<file path="src/rtl/ram_arbiter_if.sv">
// ram_arbiter bus bundle: download write port, CPU req/ack port and RAM controller port.
// The arbiter connects through the slave modport; the surrounding logic uses master.
interface ram_arbiter_if #(
    parameter int unsigned AW = 25
);
    // download / erase write port
    logic          io_wr;
    logic [AW-1:0] io_a;
    logic [7:0]    io_d;
    logic          io_busy;
    logic          io_ovf;

    // CPU bus adapter port
    logic          cpu_req;
    logic          cpu_we;
    logic [AW-1:0] cpu_a;
    logic [7:0]    cpu_d;
    logic [7:0]    cpu_q;
    logic          cpu_ack;

    // RAM controller port
    logic [AW-1:0] ram_a;
    logic [7:0]    ram_d;
    logic          ram_we;
    logic          ram_oe;
    logic [7:0]    ram_q;

    modport slave (
        input  io_wr, io_a, io_d,
        output io_busy, io_ovf,
        input  cpu_req, cpu_we, cpu_a, cpu_d,
        output cpu_q, cpu_ack,
        output ram_a, ram_d, ram_we, ram_oe,
        input  ram_q
    );

    modport master (
        output io_wr, io_a, io_d,
        input  io_busy, io_ovf,
        output cpu_req, cpu_we, cpu_a, cpu_d,
        input  cpu_q, cpu_ack,
        input  ram_a, ram_d, ram_we, ram_oe,
        output ram_q
    );
endinterface

</file>
<file path="src/rtl/ram_arbiter.sv">
// ram_arbiter: shares one RAM port between a buffered download write stream and CPU req/ack accesses.
// Download strobes go through a DEPTH-entry write FIFO; IO has priority over the CPU.
// Optional macro RAM_ARB_FAIR_EN: after BURST IO grants with a CPU request pending, the CPU is served next.
module ram_arbiter #(
    parameter int unsigned AW    = 25,
    parameter int unsigned LAT   = 2,
    parameter int unsigned DEPTH = 4,
    parameter int unsigned BURST = 8
) (
    input  logic          clk,
    input  logic          reset,
    ram_arbiter_if.slave  bus
);

    localparam int unsigned DW = 8;
    localparam int unsigned PW = (DEPTH > 1) ? $clog2(DEPTH) : 1;
    localparam int unsigned NW = PW + 1;
    localparam int unsigned CW = (LAT > 1) ? $clog2(LAT) : 1;

    typedef struct packed {
        logic [AW-1:0] addr;
        logic [DW-1:0] data;
    } wr_entry_t;

    typedef enum logic [1:0] {
        S_IDLE = 2'd0,
        S_IO   = 2'd1,
        S_CPU  = 2'd2
    } state_t;

    state_t          state_q, state_d;
    logic [CW-1:0]   cnt_q, cnt_d;
    logic [PW-1:0]   wr_ptr_q, wr_ptr_d;
    logic [PW-1:0]   rd_ptr_q, rd_ptr_d;
    logic [NW-1:0]   count_q, count_d;
    wr_entry_t       fifo_mem [DEPTH];
    wr_entry_t       head;

    logic [AW-1:0]   ram_a_q, ram_a_d;
    logic [DW-1:0]   ram_d_q, ram_d_d;
    logic            ram_we_q, ram_we_d;
    logic            ram_oe_q, ram_oe_d;
    logic            cpu_ack_q, cpu_ack_d;
    logic [DW-1:0]   cpu_q_q, cpu_q_d;
    logic            io_busy_q, io_busy_d;
    logic            io_ovf_q, io_ovf_d;

    logic            push;
    logic            pop;
    logic            fifo_empty;
    logic            fifo_full;
    logic            io_grant;
    logic            cpu_grant;
    logic            fair_ovr;
    logic            cpu_pending;

    // A request is eligible only outside its own ack cycle, so it is never served twice.
    assign cpu_pending = bus.cpu_req && !cpu_ack_q;
    assign fifo_empty  = (count_q == '0);
    assign fifo_full   = (count_q == NW'(DEPTH));
    assign head        = fifo_mem[rd_ptr_q];

`ifdef RAM_ARB_FAIR_EN
    localparam int unsigned FW = $clog2(BURST + 1);

    logic [FW-1:0] fair_q, fair_d;

    // Fairness override: CPU wins the next grant once BURST IO grants passed it by.
    assign fair_ovr = (fair_q >= FW'(BURST)) && cpu_pending;

    // Count IO grants made while the CPU waits; clear on CPU grant or when no request is up.
    always_comb begin
        fair_d = fair_q;
        if (!bus.cpu_req || cpu_grant) begin
            fair_d = '0;
        end else if (io_grant && (fair_q < FW'(BURST))) begin
            fair_d = fair_q + FW'(1);
        end
    end

    // Fairness counter register.
    always_ff @(posedge clk or posedge reset) begin
        if (reset) begin
            fair_q <= '0;
        end else begin
            fair_q <= fair_d;
        end
    end
`else
    logic unused_fair;

    // Strict IO priority: no override, grant strobes and BURST have no consumer.
    assign fair_ovr    = 1'b0;
    assign unused_fair = ^{32'(BURST), io_grant, cpu_grant};
`endif

    // Arbitration FSM: grants in IDLE, LAT-cycle accesses, always back through IDLE.
    always_comb begin
        state_d   = state_q;
        cnt_d     = cnt_q;
        ram_a_d   = ram_a_q;
        ram_d_d   = ram_d_q;
        ram_we_d  = 1'b0;
        ram_oe_d  = 1'b0;
        cpu_ack_d = 1'b0;
        cpu_q_d   = cpu_q_q;
        pop       = 1'b0;
        io_grant  = 1'b0;
        cpu_grant = 1'b0;

        case (state_q)
            S_IDLE: begin
                if (!fifo_empty && !fair_ovr) begin
                    state_d  = S_IO;
                    cnt_d    = '0;
                    ram_a_d  = head.addr;
                    ram_d_d  = head.data;
                    ram_we_d = 1'b1;
                    io_grant = 1'b1;
                end else if (cpu_pending) begin
                    state_d   = S_CPU;
                    cnt_d     = '0;
                    ram_a_d   = bus.cpu_a;
                    ram_d_d   = bus.cpu_d;
                    ram_we_d  = bus.cpu_we;
                    ram_oe_d  = !bus.cpu_we;
                    cpu_grant = 1'b1;
                end
            end
            S_IO: begin
                if (cnt_q == CW'(LAT - 1)) begin
                    pop     = 1'b1;
                    state_d = S_IDLE;
                end else begin
                    cnt_d    = cnt_q + CW'(1);
                    ram_we_d = 1'b1;
                end
            end
            S_CPU: begin
                if (cnt_q == CW'(LAT - 1)) begin
                    state_d   = S_IDLE;
                    cpu_ack_d = 1'b1;
                    if (!bus.cpu_we) begin
                        cpu_q_d = bus.ram_q;
                    end
                end else begin
                    cnt_d    = cnt_q + CW'(1);
                    ram_we_d = bus.cpu_we;
                    ram_oe_d = !bus.cpu_we;
                end
            end
            default: begin
                state_d = S_IDLE;
            end
        endcase
    end

    // Write FIFO bookkeeping: a full FIFO still accepts a strobe in its pop cycle.
    always_comb begin
        push     = bus.io_wr && (!fifo_full || pop);
        wr_ptr_d = push ? (wr_ptr_q + PW'(1)) : wr_ptr_q;
        rd_ptr_d = pop  ? (rd_ptr_q + PW'(1)) : rd_ptr_q;
        count_d  = count_q;
        case ({push, pop})
            2'b10:   count_d = count_q + NW'(1);
            2'b01:   count_d = count_q - NW'(1);
            default: count_d = count_q;
        endcase
        io_busy_d = (count_d != '0) || (state_d == S_IO);
        io_ovf_d  = io_ovf_q || (bus.io_wr && !push);
    end

    // FIFO storage; contents need no reset since the pointers define validity.
    always_ff @(posedge clk) begin
        if (push) begin
            fifo_mem[wr_ptr_q] <= '{addr: bus.io_a, data: bus.io_d};
        end
    end

    // State, FIFO pointers and registered outputs.
    always_ff @(posedge clk or posedge reset) begin
        if (reset) begin
            state_q   <= S_IDLE;
            cnt_q     <= '0;
            wr_ptr_q  <= '0;
            rd_ptr_q  <= '0;
            count_q   <= '0;
            ram_a_q   <= '0;
            ram_d_q   <= '0;
            ram_we_q  <= 1'b0;
            ram_oe_q  <= 1'b0;
            cpu_ack_q <= 1'b0;
            cpu_q_q   <= '0;
            io_busy_q <= 1'b0;
            io_ovf_q  <= 1'b0;
        end else begin
            state_q   <= state_d;
            cnt_q     <= cnt_d;
            wr_ptr_q  <= wr_ptr_d;
            rd_ptr_q  <= rd_ptr_d;
            count_q   <= count_d;
            ram_a_q   <= ram_a_d;
            ram_d_q   <= ram_d_d;
            ram_we_q  <= ram_we_d;
            ram_oe_q  <= ram_oe_d;
            cpu_ack_q <= cpu_ack_d;
            cpu_q_q   <= cpu_q_d;
            io_busy_q <= io_busy_d;
            io_ovf_q  <= io_ovf_d;
        end
    end

    assign bus.ram_a   = ram_a_q;
    assign bus.ram_d   = ram_d_q;
    assign bus.ram_we  = ram_we_q;
    assign bus.ram_oe  = ram_oe_q;
    assign bus.cpu_ack = cpu_ack_q;
    assign bus.cpu_q   = cpu_q_q;
    assign bus.io_busy = io_busy_q;
    assign bus.io_ovf  = io_ovf_q;

endmodule

</file>
<file path="src/flat_wrapper.sv">
// flat-port wrapper written by rule: the top's interface ports become plain ports
module ram_arbiter_flat 
#(
    parameter int unsigned AW    = 25,
    parameter int unsigned LAT   = 2,
    parameter int unsigned DEPTH = 4,
    parameter int unsigned BURST = 8
)
  (clk, reset, bus_io_wr, bus_io_a, bus_io_d, bus_io_busy, bus_io_ovf, bus_cpu_req, bus_cpu_we, bus_cpu_a, bus_cpu_d, bus_cpu_q, bus_cpu_ack, bus_ram_a, bus_ram_d, bus_ram_we, bus_ram_oe, bus_ram_q);
  ram_arbiter_if #(.AW(AW)) bus_i ();
  input  logic clk;
  input  logic reset;
  input wire logic [$bits(bus_i.io_wr)-1:0] bus_io_wr;
  input wire logic [$bits(bus_i.io_a)-1:0] bus_io_a;
  input wire logic [$bits(bus_i.io_d)-1:0] bus_io_d;
  output wire logic [$bits(bus_i.io_busy)-1:0] bus_io_busy;
  output wire logic [$bits(bus_i.io_ovf)-1:0] bus_io_ovf;
  input wire logic [$bits(bus_i.cpu_req)-1:0] bus_cpu_req;
  input wire logic [$bits(bus_i.cpu_we)-1:0] bus_cpu_we;
  input wire logic [$bits(bus_i.cpu_a)-1:0] bus_cpu_a;
  input wire logic [$bits(bus_i.cpu_d)-1:0] bus_cpu_d;
  output wire logic [$bits(bus_i.cpu_q)-1:0] bus_cpu_q;
  output wire logic [$bits(bus_i.cpu_ack)-1:0] bus_cpu_ack;
  output wire logic [$bits(bus_i.ram_a)-1:0] bus_ram_a;
  output wire logic [$bits(bus_i.ram_d)-1:0] bus_ram_d;
  output wire logic [$bits(bus_i.ram_we)-1:0] bus_ram_we;
  output wire logic [$bits(bus_i.ram_oe)-1:0] bus_ram_oe;
  input wire logic [$bits(bus_i.ram_q)-1:0] bus_ram_q;
  assign bus_i.io_wr = bus_io_wr;
  assign bus_i.io_a = bus_io_a;
  assign bus_i.io_d = bus_io_d;
  assign bus_io_busy = bus_i.io_busy;
  assign bus_io_ovf = bus_i.io_ovf;
  assign bus_i.cpu_req = bus_cpu_req;
  assign bus_i.cpu_we = bus_cpu_we;
  assign bus_i.cpu_a = bus_cpu_a;
  assign bus_i.cpu_d = bus_cpu_d;
  assign bus_cpu_q = bus_i.cpu_q;
  assign bus_cpu_ack = bus_i.cpu_ack;
  assign bus_ram_a = bus_i.ram_a;
  assign bus_ram_d = bus_i.ram_d;
  assign bus_ram_we = bus_i.ram_we;
  assign bus_ram_oe = bus_i.ram_oe;
  assign bus_i.ram_q = bus_ram_q;
  ram_arbiter #(.AW(AW), .LAT(LAT), .DEPTH(DEPTH), .BURST(BURST)) u_core (.clk(clk), .reset(reset), .bus(bus_i));
endmodule
</file>
<file path="config.mk">
export PLATFORM = sky130hd
export DESIGN_NAME = ram_arbiter_flat
export DESIGN_NICKNAME = d
export VERILOG_FILES = /design/src/rtl/ram_arbiter_if.sv /design/src/rtl/ram_arbiter.sv /design/src/flat_wrapper.sv
export SDC_FILE = /design/constraint.sdc
export NUM_CORES = 1
export LEC_CHECK = 0
export CORE_MARGIN = 5
export CORE_UTILIZATION = 47
export CTS_CLUSTER_DIAMETER = 30
export CTS_CLUSTER_SIZE = 10
export DETAILED_ROUTE_END_ITERATION = 7
export HOLD_SLACK_MARGIN = 0.03
export PLACE_DENSITY = 0.73
export SLEW_MARGIN = 10
export SYNTH_ARGS = -nofsm -noshare
export SYNTH_HDL_FRONTEND = slang
export SYNTH_SLANG_ARGS = --single-unit
</file>
<file path="constraint.sdc">
create_clock -name clk -period 3.1 [get_ports clk]
set_clock_uncertainty 0.2 [all_clocks]
set_input_delay 0.465 -clock clk [delete_from_list [all_inputs] [get_ports clk]]
set_output_delay 0.465 -clock clk [all_outputs]
set_load 0.02 [all_outputs]
</file>
# Word level (Yosys, flattened, before mapping)
# Memories as Yosys holds them, arrays and structs flattened.
# Index checks and enable logic that the tools add are counted.
[word_totals]
ff_bits = 56
latchBits = 0
ramBits = 132
romBits = 0
in_bits = 79
out_inout_bits = 46
wordCells = 73
memories = 1
[memory_table]
columns = ["memory", "depth", "word_bits", "read_ports", "rd_clocked_by_memory_dff", "write_ports", "line_no", "source"]
rows = [
  ["u_core.fifo_mem", 4, 33, 1, 0, 1, "ram_arbiter.sv:36", "wr_entry_t fifo_mem [DEPTH];"],
]
[op_classes]
n_addsub = 5
multipliers = 0
div_mod_pow = 0
order_cmp = 0
n_eq_ne = 8
shift = 0
n_mux = 27
bitwise_logic = 1
n_reduce_logical = 18
[op_table]
columns = ["operator", "count"]
rows = [
  ["25-bit 2-to-1 mux", 2],
  ["8-bit 2-to-1 mux", 2],
  ["1-bit 2-to-1 mux", 15],
  ["2-bit by 1-bit == test with 1-bit output (second input constant)", 3],
  ["2-bit 2-to-1 mux", 3],
  ["3-bit one-hot mux with 2 select lines", 1],
  ["2-bit by 1-bit adder with 2-bit output (second input constant)", 2],
  ["2-bit == test (second input constant)", 2],
  ["1-bit zero test", 4],
  ["1-bit one-hot mux with 2 select lines", 2],
  ["2-bit one-hot mux with 2 select lines", 1],
  ["2-bit AND reduction", 2],
  ["3-bit by 1-bit adder with 3-bit output (second input constant)", 1],
  ["3-bit == test (second input constant)", 1],
  ["1-bit logical AND", 3],
  ["3-bit zero test", 1],
  ["1-bit logical OR", 3],
  ["3-bit != test (second input constant)", 1],
  ["1-bit one-hot mux with 3 select lines", 1],
  ["3-bit AND reduction", 1],
  ["3-bit nonzero test", 1],
  ["3-bit by 1-bit subtractor with 3-bit output (second input constant)", 1],
  ["2-bit zero test", 1],
  ["2-bit != test (second input constant)", 1],
  ["4 further kinds", 4],
]

# Logic depth before layout (Yosys ltp)
# Gate-level depths: netlist (run 1).
[depth]
ltp_word = 8
mapped_depth = 10
depth_no_buf = 10

# Worst setup path after synthesis (run 1)
# Ideal clock, no wire load.
[synth_timing]
path_kind = "register to register"
startpoint = "register u_core.state_q[1]"
endpoint = "memory u_core.fifo_mem[0][0] (netlist bit) (enable)"
setup_ns = 0.393
arrival_time_ns = 2.136
required_ns = 2.507
setup_slack_ns = 0.371
stages_incl_launch_ff = 6
path_buffers = 0
synth_period_minus_slack_ns = 2.729
path_cell_list = "dfrtp_1 -> inv_1 -> ha_1 -> nand2_1 -> a31oi_1 -> and2_1"
[synth_via]
elab_chain_len = 6
[synth_rtl]
columns = ["element", "line_no", "source"]
rows = [
  ["from (decl)", "ram_arbiter.sv:31", "state_t state_q, state_d;"],
  ["from (signal assigned)", "ram_arbiter.sv:197", "state_q <= state_d;"],
  ["2-bit by 1-bit == test with 1-bit output", "ram_arbiter.sv:111", "case (state_q)"],
  ["1-bit 2-to-1 mux", "ram_arbiter.sv:111", ""],
  ["1-bit logical OR", "ram_arbiter.sv:160", "push = bus.io_wr && (!fifo_full || pop);"],
  ["1-bit logical AND", "ram_arbiter.sv:160", ""],
  ["1-bit 2-to-1 mux", "ram_arbiter.sv:175", "if (push) begin"],
  ["1-bit 2-to-1 mux (not written as such)", "ram_arbiter.sv:176", "fifo_mem[wr_ptr_q] <= '{addr: bus.io_a, data: bus.io_d};"],
  ["to (decl)", "ram_arbiter.sv:36", ""],
]
# Every way passes these cells.

# Worst setup path in the final report (run 1)
[layout_timing]
startpoint = "register u_core.state_q[1]"
endpoint = "register u_core.io_busy_q (netlist: u_core.bus.io_busy)"
[layout_via]
elab_chain_len = 8
elab_cells_between_ends = 17
classes_between = "eq/ne: 5; mux: 6; reduce/logical: 6"
[layout_rtl]
columns = ["element", "line_no", "source"]
rows = [
  ["2-bit by 1-bit == test with 1-bit output *", "ram_arbiter.sv:111", ""],
  ["1-bit 2-to-1 mux *", "ram_arbiter.sv:111", ""],
  ["1-bit logical OR", "ram_arbiter.sv:160", ""],
  ["1-bit logical AND", "ram_arbiter.sv:160", ""],
  ["2-bit by 1-bit == test with 1-bit output / 2-bit == test (equally long branches)", "ram_arbiter.sv:164", "case ({push, pop})"],
  ["3-bit one-hot mux with 2 select lines *", "ram_arbiter.sv:164", ""],
  ["named net u_core.count_d[2]", "ram_arbiter.sv:35", "logic [NW-1:0] count_q, count_d;"],
  ["3-bit nonzero test *", "ram_arbiter.sv:169", "io_busy_d = (count_d != '0) || (state_d == S_IO);"],
  ["1-bit logical OR *", "ram_arbiter.sv:169", ""],
  ["named net u_core.io_busy_d", "ram_arbiter.sv:45", "logic io_busy_q, io_busy_d;"],
  ["to (signal assigned)", "ram_arbiter.sv:208", "io_busy_q <= io_busy_d;"],
  ["to (decl)", "ram_arbiter.sv:45", ""],
]
# Mark *: on every way through the listed nets, which the timed path passes. The rest lies on a longest branch.
# A chain may end at the register's enable or synchronous reset.

==> results.json, run 1 <==
{
  "layout_min_cycle_time_ns": 2.76,
  "worstSetupEndpoint": "u_core.bus.io_busy",
  "reg2reg_from": "u_core.state_q[1]",
  "hold_viol_final": 0,
  "drt_wl_total_microns": 14800,
  "first_iter_violations": 273,
  "grt_first_pass_wirelength_microns": 23300,
  "synth_warnings": 0,
  "gp_congestion": 0.746,
  "synthCells": 427,
  "ys_ff_latch": 188,
  "cap_violations": 0,
  "slew_headroom_pct": 40.3,
  "detail_route.wl_per_cell_microns": 18.7,
  "synth-async-reset-ratio_pct": 29.8,
  "clk_latency_ns": 0.42,
  "grt_use_total_pct": 16.9,
  "arrival_ns": 2.85,
  "drc": 0,
  "first_pass_iters": 5,
  "num_io_pins": 125,
  "status": "finished, final reports clean",
  "synthDistinctLibCells": 38,
  "cp_slowest_cell": "fa_1",
  "synth_top_family_by_area": "multiplexers",
  "clockBufferDepth": 2,
  "max_stage_delay_ns": 0.46,
  "synth_compound_area_share_pct": 4.23,
  "post_drt_via_cell_ratio": 5.18,
  "synth_top_area_cell": "edfxtp_1",
  "synth-edff-count": 132,
  "power_density_nw_per_um2": 985,
  "grt_overflow": 0,
  "crit_required_ns": 3.19,
  "first_global_vias": 4363,
  "min_path_type": "in2async",
  "ys_seq_area_share_pct": 71.9,
  "start_kind": "flip-flop",
  "hpwlAfterDp_microns": 9660,
  "htree_levels": 4,
  "cts_sinks": 188,
  "cp_cell_sequence": "inv_1 > ha_1 > nand2_1 > nor2_1 > inv_1 > fa_1 > nor2_1 > nand3_1 > a31o_2 > a2111o_1",
  "initial_utilization_pct": 47.5,
  "fin_tns_setup_ns": 0,
  "cts.clk_slew.worst_paths_ns": 0.06,
  "tritoncts": "built",
  "final-max-slew-violation-count": 0,
  "synthMuxAreaShare_pct": 15.6,
  "drive_above_1_share_pct": 16.5,
  "layout.nets": 650,
  "antenna_left": 0,
  "synth.net_count": 515,
  "layout_common_cells": "edfxtp_1, clkdlybuf4s50_1, dfrtp_1",
  "max_clock_freq_mhz": 362,
  "crit_start": "u_core.state_q[1]",
  "syn2layout_area_growth_pct": 28.9,
  "cp-end-kind": "flip-flop",
  "netlist.area_leader.share_pct": 53.1,
  "cts_setup_buffers": 0,
  "mappedNetlistArea_sq_um": 7460,
  "period_share_pct": 89.1,
  "ir_worst_vdd_v": 0.000553,
  "setup_violations": 0,
  "cts_made_buffers": 17,
  "antenna_found_initial": 0,
  "port_buffers": 124,
  "worst_pin_slew_ns": 0.892,
  "placed_cell_area_sq_um": 8970,
  "via_count": 4094,
  "die_h_microns": 136,
  "setup_ws_ns": 0.339,
  "final_common_cell": "edfxtp_1",
  "synth.area.top_cells": "edfxtp_1, dfrtp_1, mux4_2",
  "synth_fa_ha_area_share_pct": 1.61,
  "yosys.area_share.simple_pct": 3.76,
  "worstPathMaxFanout": 5,
  "core_sq_um": 15700,
  "reg2reg_slack_ns": 0.34,
  "synth-xor-area-share_pct": 0.470,
  "synth_ff_type": "edfxtp_1",
  "diodes": 0,
  "rsz0062_at_grt": "false",
  "rr_worst_depth": 10,
  "dieArea_sq_um": 18500,
  "num_rows": 46,
  "dieWidth_microns": 136,
  "fin_area_sq_um": 9620,
  "syn_area_per_cell_sq_um": 17.5,
  "finish.utilization_pct": 61.2,
  "rr_endpoint": "u_core.bus.io_busy",
  "grt_max_degree": 41,
  "pre_cts_ws_ns": 0.322,
  "path_class": "reg2reg",
  "ctsHoldBuffers": 0,
  "leakagePower_uw": 0.00366,
  "clockRootBuffer": "clkbuf_16",
  "cts_resized": 0
}
==> cell families after synthesis <==
| group | Yosys count |
|---|---|
| AO/OA/AOI/OAI | 54 |
| XOR/XNOR | 4 |
| adder cells (fa/ha/maj) | 9 |
| buffers and inverters | 33 |
| flip-flops | 188 |
| multiplexers | 74 |
| AND/OR/NAND/NOR | 65 |
==> worst max-delay path, delay by kind of cell (launching register included) <==
kind	cells	cell delay [ns]
buffers and inverters	2	0.18
and+or+nand+nor	4	0.46
adders and majority gates	2	0.72
DFF	1	0.42
AOI/OAI and AO/OA	2	0.66
==> sequential cells by signal, indices dropped and copies added (netlist names), 2 cells and up <==
signal,count
u_core.fifo_mem,132
u_core.bus.ram_a,25
u_core.bus.cpu_q,8
u_core.bus.ram_d,8
u_core.count_q,3
u_core.rd_ptr_q,2
u_core.state_q,2
u_core.wr_ptr_q,2
==> where the power goes <==
part	internal, uW	switching (uW)	total [uW]
clock network	1450	875	2320
registers	3430	443	3880
logic	1610	1670	3280
==> layout make-up <==
| cell class | count | area (sq um) |
|---|---|---|
| tap | 216 | 270 |
| fill | 1135 | 6100 |
| clock inverter | 12 | 194 |
| clock buffer | 20 | 447 |
| multi-input combinational | 206 | 1920 |
| inverter | 10 | 37.5 |
| timing repair buffer | 139 | 1380 |
| sequential | 188 | 5370 |
==> layer usage <==
layer / share of wire (%) / up-vias / global-route usage (%)
met5: 0 / - / 0
met4: 0.91 / 0 / 5.15
met3: 6.9 / 16 / 5.40
met2: 52 / 129 / 28.7
met1: 41 / 2053 / 20.9
li1: - / 1896 / -
==> synthesized netlist by cell type, types with 2 or more instances <==
library cell / number
mux2_2: 8
nand2_1: 40
a21oi_1: 6
mux4_2: 33
buf_2: 8
mux2i_1: 33
edfxtp_1: 132
buf_6: 4
nor2_1: 9
nand2b_1: 2
xnor2_1: 4
clkbuf_2: 4
dfrtp_1: 56
o21ai_0: 37
clkbuf_1: 2
buf_1: 2
inv_1: 10
or3_1: 2
ha_1: 8
and2_1: 5
buf_4: 3
nand3_1: 3
==> worst min-delay path by stage <==
stage / start / end / slack [ns] / cells past startpoint
after floorplan: u_core.count_q[0] / u_core.count_q[0] / 0.32 / 1
after global placement: u_core.bus.ram_d[7] / u_core.bus.ram_d[7] / 0.26 / 2
after detailed placement: u_core.bus.io_ovf / u_core.bus.io_ovf / 0.26 / 1
after CTS: u_core.bus.io_ovf / u_core.bus.io_ovf / 0.28 / 1
after global routing: u_core.bus.ram_d[5] / u_core.bus.ram_d[5] / 0.29 / 2
final: reset / u_core.bus.cpu_q[2] / 0.28 / 2
==> per-stage QoR <==
step | total power (uW) | hold WS (ns) | cells
after floorplan | 6030 | 0.325 | 427
after global placement | 7110 | 0.264 | 759
after detailed placement | 7250 | 0.262 | 759
after CTS | 9600 | 0.281 | 791
after global routing | 10000 | 0.294 | 791
final | 9470 | 0.278 | 791
Power figures use the tool's default switching activity.
==> run 2, diff against run 1 <==
- CTS_BUF_LIST: default -> sky130_fd_sc_hd__clkbuf_4 sky130_fd_sc_hd__clkbuf_8 sky130_fd_sc_hd__clkbuf_16
==> run 2 against run 1 <==
Sequential cell count unchanged. Total power rose by 0.15%. Worst setup slack worse by 0.0027 ns. Critical path depth stayed put. Routed wire length fell by 0.16%. Critical endpoint unchanged.
==> results.json, run 2 (synthesis gave the netlist of run 1 again) <==
{
  "top_register": "u_core.fifo_mem",
  "cp-end-kind": "flip-flop",
  "clk_latency_ns": 0.42,
  "tritoncts": "built",
  "arrival_ns": 2.85,
  "cts_setup_buffers": 0,
  "initial_utilization_pct": 47.5,
  "power_density_nw_per_um2": 986,
  "multiInputGateArea_sq_um": 1920,
  "cell_internal_pwr_uw": 6500,
  "grt_first_pass_wirelength_microns": 23300,
  "grt_use_total_pct": 16.8,
  "clockRootBuffer": "clkbuf_16",
  "layout_min_cycle_time_ns": 2.76,
  "fin_area_sq_um": 9620,
  "share_comb_of_total_power_pct": 34.5,
  "path_delay_family": "adder cells",
  "layout_common_cells": "edfxtp_1, clkdlybuf4s50_1, dfrtp_1",
  "hold_viol_final": 0,
  "drc": 0,
  "path_class": "reg2reg",
  "leakagePower_uw": 0.00366,
  "htree_levels": 4,
  "cap_violations": 0,
  "cp_slowest_cell": "fa_1",
  "rsz0062_at_grt": "false",
  "grt_overflow": 0,
  "cp_cell_sequence": "inv_1 > ha_1 > nand2_1 > nor2_1 > inv_1 > fa_1 > nor2_1 > nand3_1 > a31o_2 > a2111o_1",
  "max_clock_freq_mhz": 362,
  "dieArea_sq_um": 18500,
  "critPathBufInv": 2,
  "max_stage_delay_ns": 0.46,
  "holdWs_ns": 0.279,
  "via_count": 4079,
  "crit_start": "u_core.state_q[1]",
  "pwr-share-seq_pct": 40.9,
  "core_sq_um": 15700,
  "die_h_microns": 136,
  "detail_route.wl_per_cell_microns": 18.7,
  "slew_headroom_pct": 40.7,
  "cts.clk_slew.worst_paths_ns": 0.06,
  "fin_tns_setup_ns": 0,
  "worstPathMaxFanout": 5,
  "antenna_found_initial": 0,
  "dieWidth_microns": 136,
  "ir_worst_vdd_v": 0.000584,
  "seqCellArea_sq_um": 5370,
  "first_pass_iters": 4,
  "min_path_type": "reg2reg",
  "crit_required_ns": 3.19,
  "power_switching_uw": 2980,
  "cts_sinks": 188,
  "p_clk_share_pct": 24.6,
  "layout.nets": 650,
  "final-max-slew-violation-count": 0,
  "cts_resized": 0,
  "post_drt_via_cell_ratio": 5.16,
  "largest_reg_flops": 132,
  "first_iter_violations": 226,
  "worst_pin_slew_ns": 0.886,
  "drt_wl_total_microns": 14800,
  "grt_max_degree": 41,
  "status": "finished, final reports clean",
  "drive_above_1_share_pct": 16.9,
  "cts_made_buffers": 17,
  "start_kind": "flip-flop",
  "num_io_pins": 125,
  "gp_congestion": 0.746,
  "setup_violations": 0,
  "final_common_cell": "edfxtp_1",
  "diodes": 0,
  "fill_cells": 1137,
  "hpwlAfterDp_microns": 9660,
  "antenna_left": 0,
  "setup_ws_ns": 0.336,
  "ctsHoldBuffers": 0,
  "min_from": "u_core.bus.io_ovf",
  "clockBufferDepth": 2,
  "pre_cts_ws_ns": 0.322,
  "port_buffers": 124,
  "first_global_vias": 4348,
  "switching_share_pct": 31.5,
  "period_share_pct": 89.2,
  "reg2reg_from": "u_core.state_q[1]",
  "num_rows": 46,
  "placed_cell_area_sq_um": 8970,
  "syn2layout_area_growth_pct": 29.0
}
run 2: final timing paths:
kind / end / slack, ns / depth (start not counted)
max in group asynchronous: u_core.rd_ptr_q[1] / 1.78 / 3
max: u_core.bus.io_busy / 0.34 / 10
min reg2reg: u_core.bus.io_ovf / 0.28 / 1
min in group asynchronous: u_core.bus.cpu_q[2] / 0.29 / 2
max reg2reg: u_core.bus.io_busy / 0.34 / 10
min: u_core.bus.io_ovf / 0.28 / 1
run 2: layout make-up:
class	count	share of cell area [%]
Sequential cell	188	55.8
Clock buffer	20	4.72
Timing Repair Buffer	139	14.3
Multi-Input combinational cell	206	20.0
Inverter	10	0.390
Tap cell	216	2.81
Clock inverter	12	2.02
run 2: per-layer routing:
layer | track usage (%) | part of all wire [%] | vias to the layer above
met3 | 4.48 | 6.3 | 20
met4 | 5.82 | 1.5 | 0
met2 | 28.6 | 51 | 134
met1 | 21.0 | 41 | 2031
met5 | 0 | 0 | -
li1 | - | - | 1894
run 2: power groups by stage:
stage	combinational (uW)	clock, uW	sequential [uW]
floorplan	2020	0	4020
global route	3580	2500	3960
finish	3270	2340	3880
detailed placement	3310	0	3930
CTS	3330	2390	3890
global placement	3220	0	3890
run 2: per-stage QoR:
step,total power (uW),cells,util (%)
3_5_place_dp,7250,759,57.1
6_report,9490,791,61.2
5_1_grt,10000,791,61.2
2_1_floorplan,6030,427,-
4_1_cts,9610,791,61.2
3_3_place_gp,7110,759,57.1
==> run 3, diff against run 2 <==
- CAP_MARGIN: default -> 20
==> results of run 3 <==
No change in the layout: final DEF, timing and power equal those of run 2.
